[src/rtl/latch_bank_sequencer.sv]
// Round-robin sequencer that shares one level-sensitive latch bank among NREQ requesters.
// Each write runs data setup -> gate pulse -> hold -> ack, so latch data never moves while the gate is open.
module latch_bank_sequencer #(
    parameter int NREQ        = 4,
    parameter int WIDTH       = 8,
    parameter int GATE_CYCLES = 2,
    parameter int HOLD_CYCLES = 1
) (
    input  logic                    clk,
    input  logic                    rst,
    input  logic [NREQ-1:0]         req,
    input  logic [NREQ*WIDTH-1:0]   req_data,
    input  logic                    clr_req,
    output logic [NREQ-1:0]         ack,
    output logic                    busy,
    output logic [$clog2(NREQ)-1:0] grant_id,
    output logic                    latch_g,
    output logic                    latch_rst,
    output logic [WIDTH-1:0]        latch_d
);

    localparam int IDW = $clog2(NREQ);
    localparam int CW  = $clog2(GATE_CYCLES + HOLD_CYCLES + 1);

    typedef enum logic [2:0] {
        S_IDLE,
        S_CLEAR,
        S_SETUP,
        S_GATE,
        S_HOLD,
        S_ACK
    } state_t;

    state_t           state_q, state_d;
    logic [CW-1:0]    cnt_q, cnt_d;
    logic [IDW-1:0]   ptr_q, ptr_d;
    logic [IDW-1:0]   grant_q, grant_d;
    logic [WIDTH-1:0] latch_d_q, latch_d_d;
    logic [NREQ-1:0]  ack_q, ack_d;
    logic             busy_q, busy_d;
    logic             latch_g_q, latch_g_d;
    logic             latch_rst_q, latch_rst_d;

    logic [WIDTH-1:0] data_arr [NREQ];
    logic [IDW-1:0]   scan_idx;
    logic [IDW-1:0]   pick;
    logic             found;

    generate
        for (genvar gi = 0; gi < NREQ; gi++) begin : g_data
            assign data_arr[gi] = req_data[gi*WIDTH +: WIDTH];
        end
    endgenerate

    // First asserted request at or above the round-robin pointer, wrapping.
    always_comb begin
        found    = 1'b0;
        pick     = '0;
        scan_idx = '0;
        for (int k = 0; k < NREQ; k++) begin
            scan_idx = IDW'((int'(ptr_q) + k) % NREQ);
            if (!found && req[scan_idx]) begin
                found = 1'b1;
                pick  = scan_idx;
            end
        end
    end

    always_comb begin
        state_d   = state_q;
        cnt_d     = cnt_q;
        ptr_d     = ptr_q;
        grant_d   = grant_q;
        latch_d_d = latch_d_q;
        case (state_q)
            S_IDLE: begin
                if (clr_req) begin
                    state_d = S_CLEAR;
                end else if (found) begin
                    grant_d   = pick;
                    latch_d_d = data_arr[pick];
                    state_d   = S_SETUP;
                end
            end
            S_CLEAR: state_d = S_IDLE;
            S_SETUP: begin
                cnt_d   = '0;
                state_d = S_GATE;
            end
            S_GATE: begin
                if (cnt_q == CW'(GATE_CYCLES - 1)) begin
                    cnt_d   = '0;
                    state_d = S_HOLD;
                end else begin
                    cnt_d = cnt_q + 1'b1;
                end
            end
            S_HOLD: begin
                if (cnt_q == CW'(HOLD_CYCLES - 1)) begin
                    cnt_d   = '0;
                    state_d = S_ACK;
                end else begin
                    cnt_d = cnt_q + 1'b1;
                end
            end
            S_ACK: begin
                ptr_d   = (grant_q == IDW'(NREQ - 1)) ? '0 : grant_q + 1'b1;
                state_d = S_IDLE;
            end
            default: state_d = S_IDLE;
        endcase
    end

    // Outputs are registered copies of what the next state implies.
    always_comb begin
        busy_d      = (state_d != S_IDLE);
        latch_g_d   = (state_d == S_GATE);
        latch_rst_d = (state_d == S_CLEAR);
    end

    generate
        for (genvar gi = 0; gi < NREQ; gi++) begin : g_ack
            assign ack_d[gi] = (state_d == S_ACK) && (grant_d == IDW'(gi));
        end
    endgenerate

    always_ff @(posedge clk) begin
        if (rst) begin
            state_q     <= S_IDLE;
            cnt_q       <= '0;
            ptr_q       <= '0;
            grant_q     <= '0;
            latch_d_q   <= '0;
            ack_q       <= '0;
            busy_q      <= 1'b0;
            latch_g_q   <= 1'b0;
            latch_rst_q <= 1'b1;
        end else begin
            state_q     <= state_d;
            cnt_q       <= cnt_d;
            ptr_q       <= ptr_d;
            grant_q     <= grant_d;
            latch_d_q   <= latch_d_d;
            ack_q       <= ack_d;
            busy_q      <= busy_d;
            latch_g_q   <= latch_g_d;
            latch_rst_q <= latch_rst_d;
        end
    end

    assign ack       = ack_q;
    assign busy      = busy_q;
    assign grant_id  = grant_q;
    assign latch_g   = latch_g_q;
    assign latch_rst = latch_rst_q;
    assign latch_d   = latch_d_q;

endmodule
[config.mk]
export PLATFORM = sky130hd
export DESIGN_NAME = latch_bank_sequencer
export DESIGN_NICKNAME = d
export VERILOG_FILES = /design/src/rtl/latch_bank_sequencer.sv
export SDC_FILE = /design/constraint.sdc
export NUM_CORES = 1
export LEC_CHECK = 0
export CAP_MARGIN = 20
export CORE_MARGIN = 2
export CORE_UTILIZATION = 46
export CTS_CLUSTER_DIAMETER = 60
export DETAILED_ROUTE_END_ITERATION = 6
export PLACE_DENSITY = 0.83
export SLEW_MARGIN = 5
export SYNTH_ARGS = -nofsm -noshare
export SYNTH_HDL_FRONTEND = slang
export SYNTH_SLANG_ARGS = --single-unit
[constraint.sdc]
create_clock -name clk -period 4.8 [get_ports clk]
set_input_delay 0.96 -clock clk [delete_from_list [all_inputs] [get_ports clk]]
set_output_delay 0.96 -clock clk [all_outputs]
set_load 0.01 [all_outputs]
* After elaboration in Yosys (flattened, before gate mapping) *
Index checks and enable logic that the tools add are counted.

cells by class
  $add $sub $neg = 5
  magnitude comparators = 5
  equality and inequality tests = 12
  mux-type cells = 31
  bitwise gates (word level) = 2
  reductions and logical operators = 16

operators by type and width
  operator               count
  $mux W2                10
  $bmux W8 S2            1
  $mux W8                2
  $lt A2 B3 Y1 const B   4
  $mux W3                4
  $pmux W3 S4            1
  $eq A3 B2 Y1 const B   3
  $eq A3 B3 Y1 const B   3
  $bmux W1 S2            4
  $mux W1                8
  $logic_and A1 B1 Y1    7
  $add A2 B1 Y2 const B  3
  $eq A2 B2 Y1 const B   3
  $pmux W2 S3            1
  $reduce_bool A3 Y1     2
  $add A2 B2 Y2 const B  2
  $eq A2 B1 Y1 const B   2
  $logic_not A2 Y1       2
  $eq A3 B1 Y1 const B   1
  $ge A3 B3 Y1 const B   1
  $logic_not A1 Y1       3
  $logic_not A3 Y1       1
  $not A2 Y3             1
  $reduce_and A3 Y1      1
  $not A1 Y1             1

word-level totals
  register bits = 24
  logic and storage cells = 80

* Depth between registers and ports, before layout *
Gate-level depths: netlist (run 1).

  depth in word-level cells = 17
  gate-level depth with buffers = 6
  gate-level depth less buffers = 6

* Worst setup path before layout (run 1) *
No wires, ideal clock.

  path kind = input to register
  start point = in req[2]
  end point = reg ack_q[1] (netlist: ack[1])
  data arrival time = 2.298 ns
  required time = 4.730 ns
  slack = 2.432 ns
  stages = 6
  path through = nor2b_1 -> a21o_1 -> a211o_1 -> clkbuf_1 -> or3_1 -> a21oi_1

on the way
  word-level cells in the longest chain between the ends = 17
  elaborated cells on any way between the ends = 31
  those cells by class = 2 x eq/ne; 22 x mux; 7 x reduce/logical

RTL lines
  element                                              line  source
  start, declared                                      11    input logic [NREQ-1:0] req,
  $bmux W1 S2                                          62    if (!found && req[scan_idx]) begin
  $mux W1 (not written as such)                        62
  $mux W1                                              62
  $logic_not A1 Y1                                     62
  $logic_and A1 B1 Y1                                  62
  $mux W1                                              62
  $logic_not A1 Y1                                     62
  $logic_and A1 B1 Y1                                  62
  $mux W1                                              62
  $logic_not A1 Y1                                     62
  $logic_and A1 B1 Y1                                  62
  $mux W1 / $mux W2 (equally long branches)            62
  $mux W3 / $mux W2 (equally long branches)            79    end else if (found) begin
  $mux W3 / $mux W2 (equally long branches)            77    if (clr_req) begin
  $pmux W3 S4 / $mux W2 (equally long branches)        75    case (state_q)
  $eq A3 B3 Y1 / $eq A2 B1 Y1 (equally long branches)  123   assign ack_d[gi] = (state_d == S_ACK) && (grant_d == IDW'(gi));
  $logic_and A1 B1 Y1 (*)                              123
  end signal, assigned                                 144   ack_q <= ack_d;
  end, declared                                        39    logic [NREQ-1:0] ack_q, ack_d;

Every way passes the cells marked *; elsewhere a longest branch is shown, timed or not. The select of a mux whose other input is x is not followed.
A chain may end at the register's enable or synchronous reset.

* Worst setup path in the final report (run 1) *
  start point = in req[2]
  end point = reg latch_d_q[0] (netlist: latch_d[0])

on the way
  word-level cells in the longest chain between the ends = 16
  elaborated cells on any way between the ends = 27
  those cells by class = 19 x mux; 1 x bitwise; 7 x reduce/logical

RTL lines
  element                                      line  source
  $bmux W1 S2                                  62
  $mux W1 (not written as such)                62
  $mux W1                                      62
  $logic_not A1 Y1                             62
  $logic_and A1 B1 Y1                          62
  $mux W1                                      62
  $logic_not A1 Y1                             62
  $logic_and A1 B1 Y1                          62
  $mux W1                                      62
  $logic_not A1 Y1                             62
  $logic_and A1 B1 Y1                          62
  $mux W2                                      62
  $not A2 Y3 (not written as such)             81    latch_d_d = data_arr[pick];
  $bmux W8 S2                                  81
  $mux W8 (not written as such) (2 in series)  81
  end signal, assigned                         143   latch_d_q <= latch_d_d;
  end, declared                                38    logic [WIDTH-1:0] latch_d_q, latch_d_d;

Several ways; a longest one is shown, not always the timed one. The select of a mux whose other input is x is not followed.

==> results.md, run 1 <==
* Htree depth at 1
* Peak VDD IR at ~130 uV
* Post-DP HPWL at 2540 um
* Vert. Die Dim at 58.8 um
* Part of the cycle the worst path needs at 0.583
* Via Count at roughly 1,300
* CP Capture Type: flip-flop
* CTS root buffer: clkbuf_4
* Fin area at 0.00195 sq mm
* Setup repair bufs after CTS at 0
* Kind of critical path: input port to flip-flop
* P_leak at 0.764 nW
* Seq/Total Area, Yosys at 0.348
* Drt pass-1 iters at 6
* Wire per inst at 14.7 um
* Final hold violation count at 0
* Part of the power in the clock network at 0.231
* GRT overflow at 0
* Die ar. at 0.00345 sq mm
* Fmax at roughly 0.36 GHz
* Syn_area_per_cell at 9.25 sq um
* RePlAce Congestion at around 0.77
* Synth Flop Type: dfxtp_1
* Final core utilization at 0.694
* Comb power frac at 0.289
* Largest cells by area after synthesis: dfxtp_1 (35%), mux2i_1 (12%), o221ai_2 (8.7%), nand3b_1 (6.0%), ha_1 (4.5%)
* Clk Latency, worst-skew pair at 310 ps
* Syn Std Cell Area at 0.00138 sq mm
* Min-delay src: latch_d[7]
* Worst r2r src: state_q[2]
* Unrepaired setup endpoints after global routing: no
* Ys async rst share at 0
* Outcome: complete, but fails checks
* Relative slew slack at 0.373
* Finish-stage setup viols at 0
* DR iter-0 viols at 48
* Vias in the first global route at about 1,300
* Slew Limit Fails at 0
* Skew final at 6.76 ps
* Core area at between 0.002 and 0.003 sq mm
* Ant diodes at 0
* Final TNS setup at 0 ps
* Min-Delay Endpoint: latch_d[7]
* Vias per cell at approximately 5.7
* Crit path launch: req[2]
* Dpl cell area at between 0.0015 and 0.002 sq mm
* Hold depth at 2
* Top cell type's share of synthesized area at 0.348
* Sequential power share at 0.480
* Gr usage total at 0.205
* CP Data Arrival Time at 2990 ps
* Layout cells sized above 1 at 0.0711
* Synth Net Count at 193
* Fillers at 236
* Failing checks: design-rule violations
* Sw frac at 0.283
* Flops & latches, synth at 24
* Routed Antenna Nets at 0
* Max-cap violations at 0
* Largest net degree at the start of global routing at 23
* P_int at 337 uW
* CTS tree: yes
* Buffers on Ports at 55
* R2R depth at 4
* P_sw at 133 uW
* Cts hold-fix bufs at 0
* R2R setup slack at between 2000 and 3000 ps
* # IOs at 56
* Clk buf depth at 2
* EDFF count, synth at 0
* DRT Wirelength at 3350 um
* Worst-path clk slew at 130 ps
* Worst EP required at 5000 ps
* Synth area leader: dfxtp_1
* Measured slew at the worst slew-check pin at ~940 ps
* Clock sink count at 24
* Area growth from synthesis to layout at 41.3%
* Antenna violations before repair at 0
* Fin crit period at roughly 2800 ps
* # rows at 19
* Post-Synthesis Cells at 149
* Die width at slightly below 60 um
* Netlist cell types at 32
* Startpoint types: input port
* Critical Path Fanout Max at 21
* FF-to-FF End: latch_d[0]
* TritonCTS buffer count at 3
* Final #Nets at 242
* # DRC at 2
* Power density over cell area at between 200 and 250 mW/mm^2
* Hold crit path type: flip-flop to flip-flop
* Post-CTS resize count at 0
* Yosys warning total at 0
* Initial Utilization at 0.492
* First-pass GRT wire length at roughly 5500 um
-- worst max path at each step --
stage,endpoint,slack (ps),cells after the start
after floorplan,ack[1],2430,6
after global routing,latch_d[5],1900,6
after detailed placement,latch_d[0],1660,6
after CTS,latch_d[0],2000,6
final,latch_d[0],2000,6
after global placement,latch_d[7],1720,6
-- synthesized netlist by cell type, types with 3 or more instances --
library cell and instances:
nor2_1 13, nor3_1 5, o221ai_2 8, nor2b_1 4
a21oi_1 12, ha_1 5, nand3b_1 11, dfxtp_1 24
inv_1 4, or3_1 4, mux2i_1 17, nand2b_1 4
buf_1 3, clkbuf_1 6, nand2_1 7
-- state kept, by name (all words and copies together) (netlist names) --
| signal | flops |
|---|---|
| latch_g | 1 |
| grant_id | 2 |
| busy | 1 |
| latch_rst | 1 |
| ack | 4 |
| ptr_q | 2 |
| cnt_q | 2 |
| latch_d | 8 |
| state_q | 3 |
-- metrics by stage --
stage          hold WS, ps  instances  worst slack [ps]  total power [mW]
2_1_floorplan          472        149              2430             0.303
3_3_place_gp           491        224              1720             0.361
3_5_place_dp           494        224              1660             0.365
4_1_cts                537        228              2000             0.474
5_1_grt                557        228              1900             0.498
6_report               532        228              2000             0.470
-- power groups by stage --
stage	Combinational, mW	Clock, mW	Sequential (mW)
after floorplan	0.0740	0	0.229
after global placement	0.132	0	0.229
after detailed placement	0.136	0	0.230
after CTS	0.136	0.112	0.226
after global routing	0.148	0.123	0.228
final	0.135	0.108	0.226
-- placed cells by master (no fill, tap or decap), types with 2 or more instances in the layout --
master | netlist | final
dfxtp_1 | 24 | 24
clkbuf_4 | 0 | 3
ha_1 | 5 | 5
nand3b_1 | 11 | 11
nor3_1 | 5 | 5
nand2_1 | 7 | 7
clkdlybuf4s50_1 | 0 | 55
o221ai_2 | 8 | 8
inv_1 | 4 | 4
a31oi_1 | 2 | 2
a21oi_1 | 12 | 12
mux2i_1 | 17 | 17
or3_4 | 2 | 2
nand3_1 | 2 | 2
nor2_1 | 13 | 13
o21bai_1 | 2 | 2
nor2b_1 | 4 | 4
or3_1 | 4 | 4
nand2b_1 | 4 | 4
-- kinds of logic (layout without fill, tap and decap cells) --
kind of cell,Yosys count,in the layout,synth area share
adder cells (fa/ha/maj),5,5,0.0454
AO/OA/AOI/OAI,33,33,0.203
multiplexers,17,17,0.123
buffers and inverters,15,63,0.0517
flip-flops,24,24,0.348
AND/OR/NAND/NOR,55,55,0.228
-- final cells by class --
type	instances	area [sq um]	area share
Sequential cell	24	480	0.247
Timing Repair Buffer	55	551	0.283
Tap cell	31	38.8	0.0199
Inverter	4	15.0	0.00771
Clock buffer	4	36.3	0.0186
Multi-Input combinational cell	110	827	0.425
-- critical path: stages --
cell	delay, ps
clkdlybuf4s50_1	500
nor2b_1	230
a21o_1	110
a211o_1	750
mux2i_1	310
o221ai_2	130
-- metal layers --
metal  GRT usage  wire length (um)  vias to the layer above
li1            -                 -                      643
met1       0.235              1390                      597
met2       0.387              1740                       49
met3      0.0549               207                        2
met4      0.0227                16                        0
met5           0                 0                        -
No activity file was read; power rests on OpenSTA's default activity.
==> run 2, diff against run 1 <==
--- a/config.mk
+++ b/config.mk
@@ -7,10 +7,10 @@
 export LEC_CHECK = 0
 export CAP_MARGIN = 20
 export CORE_MARGIN = 2
-export CORE_UTILIZATION = 46
+export CORE_UTILIZATION = 43
 export CTS_CLUSTER_DIAMETER = 60
 export DETAILED_ROUTE_END_ITERATION = 6
-export PLACE_DENSITY = 0.83
+export PLACE_DENSITY = 0.78
 export SLEW_MARGIN = 5
 export SYNTH_ARGS = -nofsm -noshare
 export SYNTH_HDL_FRONTEND = slang
==> constraint.sdc (replaced) <==
create_clock -name clk -period 2.7 [get_ports clk]
set_input_delay 0.54 -clock clk [delete_from_list [all_inputs] [get_ports clk]]
set_output_delay 0.54 -clock clk [all_outputs]
set_load 0.01 [all_outputs]
==> results.md, run 2 (synthesis results as in run 1) <==
* Outcome: finished, final reports clean (was complete, but fails checks)
* Post-CTS resize count at 0 (unchanged)
* Kind of critical path: input port to flip-flop (unchanged)
* Core area at 0.00305 sq mm (was 0.00281 sq mm)
* FF-to-FF End: latch_d[0] (unchanged)
* Startpoint types: input port (unchanged)
* CP max stage cell: or3_1 (was a211o_1)
* R2R setup slack at 480 ps (was 2510 ps)
* Die ar. at 0.00368 sq mm (was 0.00345 sq mm)
* Relative slew slack at 0.695 (was 0.373)
* P_sw at 236 uW (was 133 uW)
* Area growth from synthesis to layout at 45.3% (was 41.3%)
* Clock sink count at 24 (unchanged)
* Comb power frac at 0.269 (was 0.289)
* Post-DP HPWL at 2770 um (was 2540 um)
* GRT overflow at 0 (unchanged)
* Top layer in use: met4 (unchanged)
* Critical Path, Cell by Cell: clkdlybuf4s50_1 > nor4_1 > or3_4 > or3_1 > o221ai_2 (was clkdlybuf4s50_1 > nor2b_1 > a21o_1 > a211o_1 > mux2i_1 > o221ai_2)
* Wire per inst at 14.4 um (was 14.7 um)
* Min-Delay Endpoint: ptr_q[0] (was latch_d[7])
* Part of the power in the clock network at 0.287 (was 0.231)
* Setup repair bufs after CTS at 0 (unchanged)
* Metal3 WL at 98 um (was 207 um)
* Family with the most delay on the worst path: simple AND/OR/NAND/NOR gates (was compound AO/OA/AOI/OAI gates)
* Part of the cycle the worst path needs at 0.823
* Skew final at 1.72 ps (was 6.76 ps)
* Critical Path Fanout Max at 11 (was 21)
* Hold_ws at 544 ps (was 532 ps)
* Layout cells sized above 1 at 0.0850 (was 0.0711)
* Buffers on Ports at 55 (unchanged)
* Power density over cell area at 452 mW/mm^2 (was 241 mW/mm^2)
* First-pass GRT wire length at 5310 um (was 5550 um)
* Clk buf depth at 2 (unchanged)
* Overall power at 906 uW (was 470 uW)
* Antenna violations before repair at 0 (unchanged)
* Peak VDD IR at 352 uV (was 126 uV)
* Max reg flops at 8 (unchanged)
* Gr usage total at 0.192 (was 0.205)
* Vias in the first global route at 1,151 (was 1,279)
* RePlAce Congestion at 0.839 (was 0.766)
* Measured slew at the worst slew-check pin at 457 ps (was 941 ps)
* # DRC at 0 (was 2)
* CP peak stage delay at 570 ps (was 750 ps)
* Sequential power share at 0.444 (was 0.480)
* Die width at 60.6 um (was 58.8 um)
* Final TNS setup at 0 ps (unchanged)
* Worst-path clk slew at 140 ps (was 130 ps)
* Unrepaired setup endpoints after global routing: no (unchanged)
* Routed Antenna Nets at 0 (unchanged)
* P_leak at 0.785 nW (was 0.764 nW)
* Worst r2r src: state_q[2] (unchanged)
* Min-delay src: ptr_q[0] (was latch_d[7])
* Initial Utilization at 0.452 (was 0.492)
* Htree depth at 1 (unchanged)
* Commonest non-fill, non-tap cell in the layout: clkdlybuf4s50_1 (unchanged)
* Clk Latency, worst-skew pair at 310 ps (about the same)
* Ant diodes at 0 (unchanged)
* Max-cap violations at 0 (unchanged)
* Drt pass-1 iters at 4 (was 6)
* Met1 Wirelength at 1580 um (was 1390 um)
* TritonCTS buffer count at 3 (unchanged)
* CP Capture Type: flip-flop (unchanged)
* Cts hold-fix bufs at 0 (unchanged)
* Vert. Die Dim at 60.6 um (was 58.8 um)
* CP Data Arrival Time at 2460 ps (was 2990 ps)
* Hold crit path type: flip-flop to flip-flop (unchanged)
* Fin crit period at 2220 ps
* CTS root buffer: clkbuf_4 (unchanged)
* Worst EP required at 2940 ps (was 5000 ps)
* Met2 routed WL at 1810 um (was 1740 um)
* Setup Slack @ Placement at 150 ps (was 1660 ps)
* DR iter-0 viols at 33 (was 48)
* CTS tree: yes (unchanged)
* Sw frac at 0.261 (was 0.283)
* Vias per cell at 5.26 (was 5.66)
* Setup slack after layout at 477 ps (was 2000 ps)
* Final hold violation count at 0 (unchanged)
* Finish-stage setup viols at 0 (unchanged)
* Sum of buffers and inverters on the critical path at 1 (unchanged)
* Slew Limit Fails at 0 (unchanged)
* R2R depth at 4 (unchanged)
* P_int at 670 uW (was 337 uW)
* Via Count at 1,284 (was 1,291)
* # rows at 20 (was 19)
* Hold depth at 2 (unchanged)
* # IOs at 56 (unchanged)
* Largest net degree at the start of global routing at 17 (was 23)
* Fmax at 0.450 GHz
* Most frequent cells in the layout: clkdlybuf4s50_1 (55), dfxtp_1 (24), mux2i_1 (17), nor2_1 (13), a21oi_1 (12) (unchanged)
* DRT Wirelength at 3510 um (was 3350 um)
* Final #Nets at 245 (was 242)
run 2: changes by cell type in the layout (fill, tap and decap cells not counted), sizes merged:
cell    change
buf         +3
clkbuf      -1
bufinv      +1
run 2: per-layer routing:
layer  up-vias  global-route usage
met5         -                   0
met4         0              0.0466
met2        27               0.324
met1       602               0.263
met3         2              0.0213
li1        653                   -
run 2: worst max path at each step:
stage | start | to | slack (ps) | cells past startpoint
final | req[3] | latch_d[0] | 480 | 5
after global routing | state_q[2] | latch_d[0] | 390 | 4
after CTS | req[3] | latch_d[0] | 480 | 5
after detailed placement | req[3] | latch_d[0] | 150 | 5
after global placement | req[3] | latch_d[0] | 240 | 5
after floorplan | req[2] | ack[1] | 750 | 6
run 2: cell type report:
cell class                      count  area [sq um]
Tap cell                           44          55.1
Timing Repair Buffer               58           573
Clock inverter                      1          30.0
Fill cell                         271          1050
Sequential cell                    24           480
Inverter                            4          15.0
Multi-Input combinational cell    110           827
Clock buffer                        3          22.5
run 2: power groups by stage:
stage,clock (mW),sequential [mW],combinational [mW]
CTS,0.261,0.402,0.246
global placement,0,0.409,0.238
floorplan,0,0.408,0.132
detailed placement,0,0.409,0.245
finish,0.260,0.402,0.244
global route,0.278,0.406,0.267
run 2: stage by stage:
step                instances   util  instance area [sq um]
floorplan                 149      -                   1380
CTS                       244  0.656                   2000
detailed placement        240  0.639                   1950
global placement          240  0.639                   1950
global route              244  0.656                   2000
finish                    244  0.656                   2000
run 2: worst reg2reg max path: stages (launching register included):
cell and delay, ps:
dfxtp_1 460, or3_4 450, or3_4 400, or3_1 580
o221ai_2 260
==> run 3, diff against run 2 <==
--- a/config.mk
+++ b/config.mk
@@ -7,10 +7,10 @@
 export LEC_CHECK = 0
 export CAP_MARGIN = 20
 export CORE_MARGIN = 2
-export CORE_UTILIZATION = 43
+export CORE_UTILIZATION = 39
 export CTS_CLUSTER_DIAMETER = 60
 export DETAILED_ROUTE_END_ITERATION = 6
-export PLACE_DENSITY = 0.78
+export PLACE_DENSITY = 0.74
 export SLEW_MARGIN = 5
 export SYNTH_ARGS = -nofsm -noshare
 export SYNTH_HDL_FRONTEND = slang
==> constraint.sdc (replaced) <==
create_clock -name clk -period 1.94 [get_ports clk]
set_input_delay 0.388 -clock clk [delete_from_list [all_inputs] [get_ports clk]]
set_output_delay 0.388 -clock clk [all_outputs]
set_load 0.01 [all_outputs]
==> results.md, run 3 (synthesis results as in run 1) <==
* Peak VDD IR at 522 uV (was 352 uV)
* CP peak stage delay at 390 ps (was 570 ps)
* Vias in the first global route at 1,299 (was 1,151)
* Commonest non-fill, non-tap cell in the layout: clkdlybuf4s50_1 (unchanged)
* Clock sink count at 24 (unchanged)
* Clk buf depth at 2 (unchanged)
* Startpoint types: flip-flop (was input port)
* Final hold violation count at 0 (unchanged)
* CTS tree: yes (unchanged)
* Min-delay src: latch_d[3] (was ptr_q[0])
* DR iter-0 viols at 73 (was 33)
* CP max stage cell: or3_4 (was or3_1)
* Post-DP HPWL at 2980 um (was 2770 um)
* Hold crit path type: flip-flop to flip-flop (unchanged)
* Sum of buffers and inverters on the critical path at 1 (unchanged)
* TritonCTS buffer count at 3 (unchanged)
* P_sw at 343 uW (was 236 uW)
* Antenna violations before repair at 0 (unchanged)
* Measured slew at the worst slew-check pin at 469 ps (was 457 ps)
* Power density over cell area at 566 mW/mm^2 (was 452 mW/mm^2)
* Hold depth at 2 (unchanged)
* Total placed cells including tap cells at 252 (was 240)
* # rows at 21 (was 20)
* Min-Delay Endpoint: latch_d[3] (was ptr_q[0])
* Core area at 0.00336 sq mm (was 0.00305 sq mm)
* Hold_ws at 530 ps (was 544 ps)
* Worst path most repeated cell: or3_4
* GRT overflow at 0 (unchanged)
* Finish-stage setup viols at 0 (unchanged)
* Worst EP required at 2190 ps (was 2940 ps)
* Critical Path Fanout Max at 8 (was 11)
* Ant diodes at 0 (unchanged)
* Clk Latency, worst-skew pair at 320 ps (was 310 ps)
* Fmax at 0.533 GHz
* Vert. Die Dim at 63.5 um (was 60.6 um)
* First-pass GRT wire length at 6120 um (was 5310 um)
* Sequential power share at 0.452 (was 0.444)
* R2R setup slack at 60 ps (was 480 ps)
* Routed Antenna Nets at 0 (unchanged)
* P_int at 871 uW (was 670 uW)
* Relative slew slack at 0.685 (was 0.695)
* Cts hold-fix bufs at 0 (unchanged)
* Wire per inst at 15.2 um (was 14.4 um)
* Fin crit period at between 1500 and 2000 ps
* Die ar. at 0.00403 sq mm (was 0.00368 sq mm)
* Via Count at 1,392 (was 1,284)
* RePlAce Congestion at 0.753 (was 0.839)
* Comb power frac at 0.331 (was 0.269)
* # DRC at 0 (unchanged)
* Sw frac at 0.283 (was 0.261)
* Die width at 63.5 um (was 60.6 um)
* Post-route insts no fill at 256 (was 244)
* Skew final at 1.11 ps (was 1.72 ps)
* P_leak at 0.849 nW (was 0.785 nW)
* Buffers on Ports at 55 (unchanged)
* Outcome: finished, final reports clean (unchanged)
* Initial Utilization at 0.410 (was 0.452)
* Worst-path clk slew at 120 ps (was 140 ps)
* FF-to-FF End: latch_d[1] (was latch_d[0])
* Vias per cell at 5.44 (was 5.26)
* CP Capture Type: flip-flop (unchanged)
* Part of the power in the clock network at 0.217 (was 0.287)
* Final #Nets at 255 (was 245)
* DRT Wirelength at 3890 um (was 3510 um)
* Area growth from synthesis to layout at 55.4% (was 45.3%)
* CTS root buffer: clkbuf_4 (unchanged)
* Drt pass-1 iters at 4 (unchanged)
* Max reg flops at 8 (unchanged)
* Critical Path, Cell by Cell: or3_4 > or3_4 > or3_1 > buf_4 > o221ai_2 (was clkdlybuf4s50_1 > nor4_1 > or3_4 > or3_1 > o221ai_2)
* Gr usage total at 0.191 (was 0.192)
* Max-cap violations at 0 (unchanged)
* R2R depth at 5 (was 4)
* Family with the most delay on the worst path: simple AND/OR/NAND/NOR gates (unchanged)
* CP Data Arrival Time at 2130 ps (was 2460 ps)
* Kind of critical path: flip-flop to flip-flop (was input port to flip-flop)
* Worst r2r src: state_q[2] (unchanged)
* Most frequent cells in the layout: clkdlybuf4s50_1 (52), dfxtp_1 (24), nor2_1 (13), a21oi_1 (12), buf_4 (12) (was clkdlybuf4s50_1 (55), dfxtp_1 (24), mux2i_1 (17), nor2_1 (13), a21oi_1 (12))
* Layout cells sized above 1 at 0.171 (was 0.0850)
* Slew Limit Fails at 0 (unchanged)
* Htree depth at 1 (unchanged)
* Part of the cycle the worst path needs at 0.967
* Largest net degree at the start of global routing at 21 (was 17)
* # IOs at 56 (unchanged)
* Unrepaired setup endpoints after global routing: no (unchanged)
## run 3: cell count changes in the layout (fill, tap and decap cells not counted), sizes merged
cell / delta
buf: +10
clkdlybuf4s50: -3
dlymetal6s2s: +3
bufinv: -1
clkbuf: +1
## run 3: timing repair
| item | CTS | global route |
|---|---|---|
| setup buffers | 0 | 0 |
| gates resized for setup | 0 | 14 |
| endpoints found under the setup margin | 0 | 8 |
## run 3: routing by layer
layer / part of all wire / up-vias / global-route usage / routed length, um
li1: - / 671 / - / -
met1: 0.41 / 691 / 0.227 / 1590
met2: 0.55 / 28 / 0.351 / 2150
met3: 0.030 / 2 / 0.0393 / 116
met4: 0.0075 / 0 / 0.0408 / 29
met5: 0 / - / 0 / 0
## run 3: final cells by class
type,instances,area (sq um)
Fill cell,288,1220
Multi-Input combinational cell,110,886
Timing Repair Buffer,68,668
Sequential cell,24,480
Tap cell,46,57.6
Clock buffer,4,36.3
Inverter,4,15.0
## run 3: worst min-delay path, delay by kind of cell (launching register included)
| kind | cells | cell delay, ps |
|---|---|---|
| simple gates | 1 | 90 |
| flops | 1 | 360 |
| compound gates | 1 | 60 |
## run 3: worst max path at each step
stage	startpoint	endpoint	slack, ps	depth (start not counted)
2_1_floorplan	state_q[2]	latch_d[0]	50	6
3_3_place_gp	req[2]	latch_d[4]	-230	7
3_5_place_dp	req[1]	latch_d[1]	-300	7
4_1_cts	req[1]	latch_d[5]	40	7
5_1_grt	state_q[2]	latch_d[7]	0.8	5
6_report	state_q[2]	latch_d[1]	60	5
## run 3: power by group through the flow
stage / logic, mW / clock network, mW / registers, mW
5_1_grt: 0.431 / 0.281 / 0.553
4_1_cts: 0.382 / 0.268 / 0.549
3_5_place_dp: 0.381 / 0 / 0.559
3_3_place_gp: 0.369 / 0 / 0.558
6_report: 0.401 / 0.263 / 0.549
2_1_floorplan: 0.183 / 0 / 0.567
## run 3: metrics by stage
step / util / setup WS [ps] / total power, mW / TNS [ps] / instance area, sq um
after detailed placement: 0.607 / -302 / 0.940 / -2940 / 2040
after CTS: 0.618 / 41.0 / 1.20 / 0 / 2080
after global routing: 0.637 / 0.757 / 1.27 / 0 / 2140
after global placement: 0.607 / -234 / 0.927 / -2150 / 2040
after floorplan: - / 47.0 / 0.750 / 0 / 1380
final: 0.637 / 63.4 / 1.21 / 0 / 2140
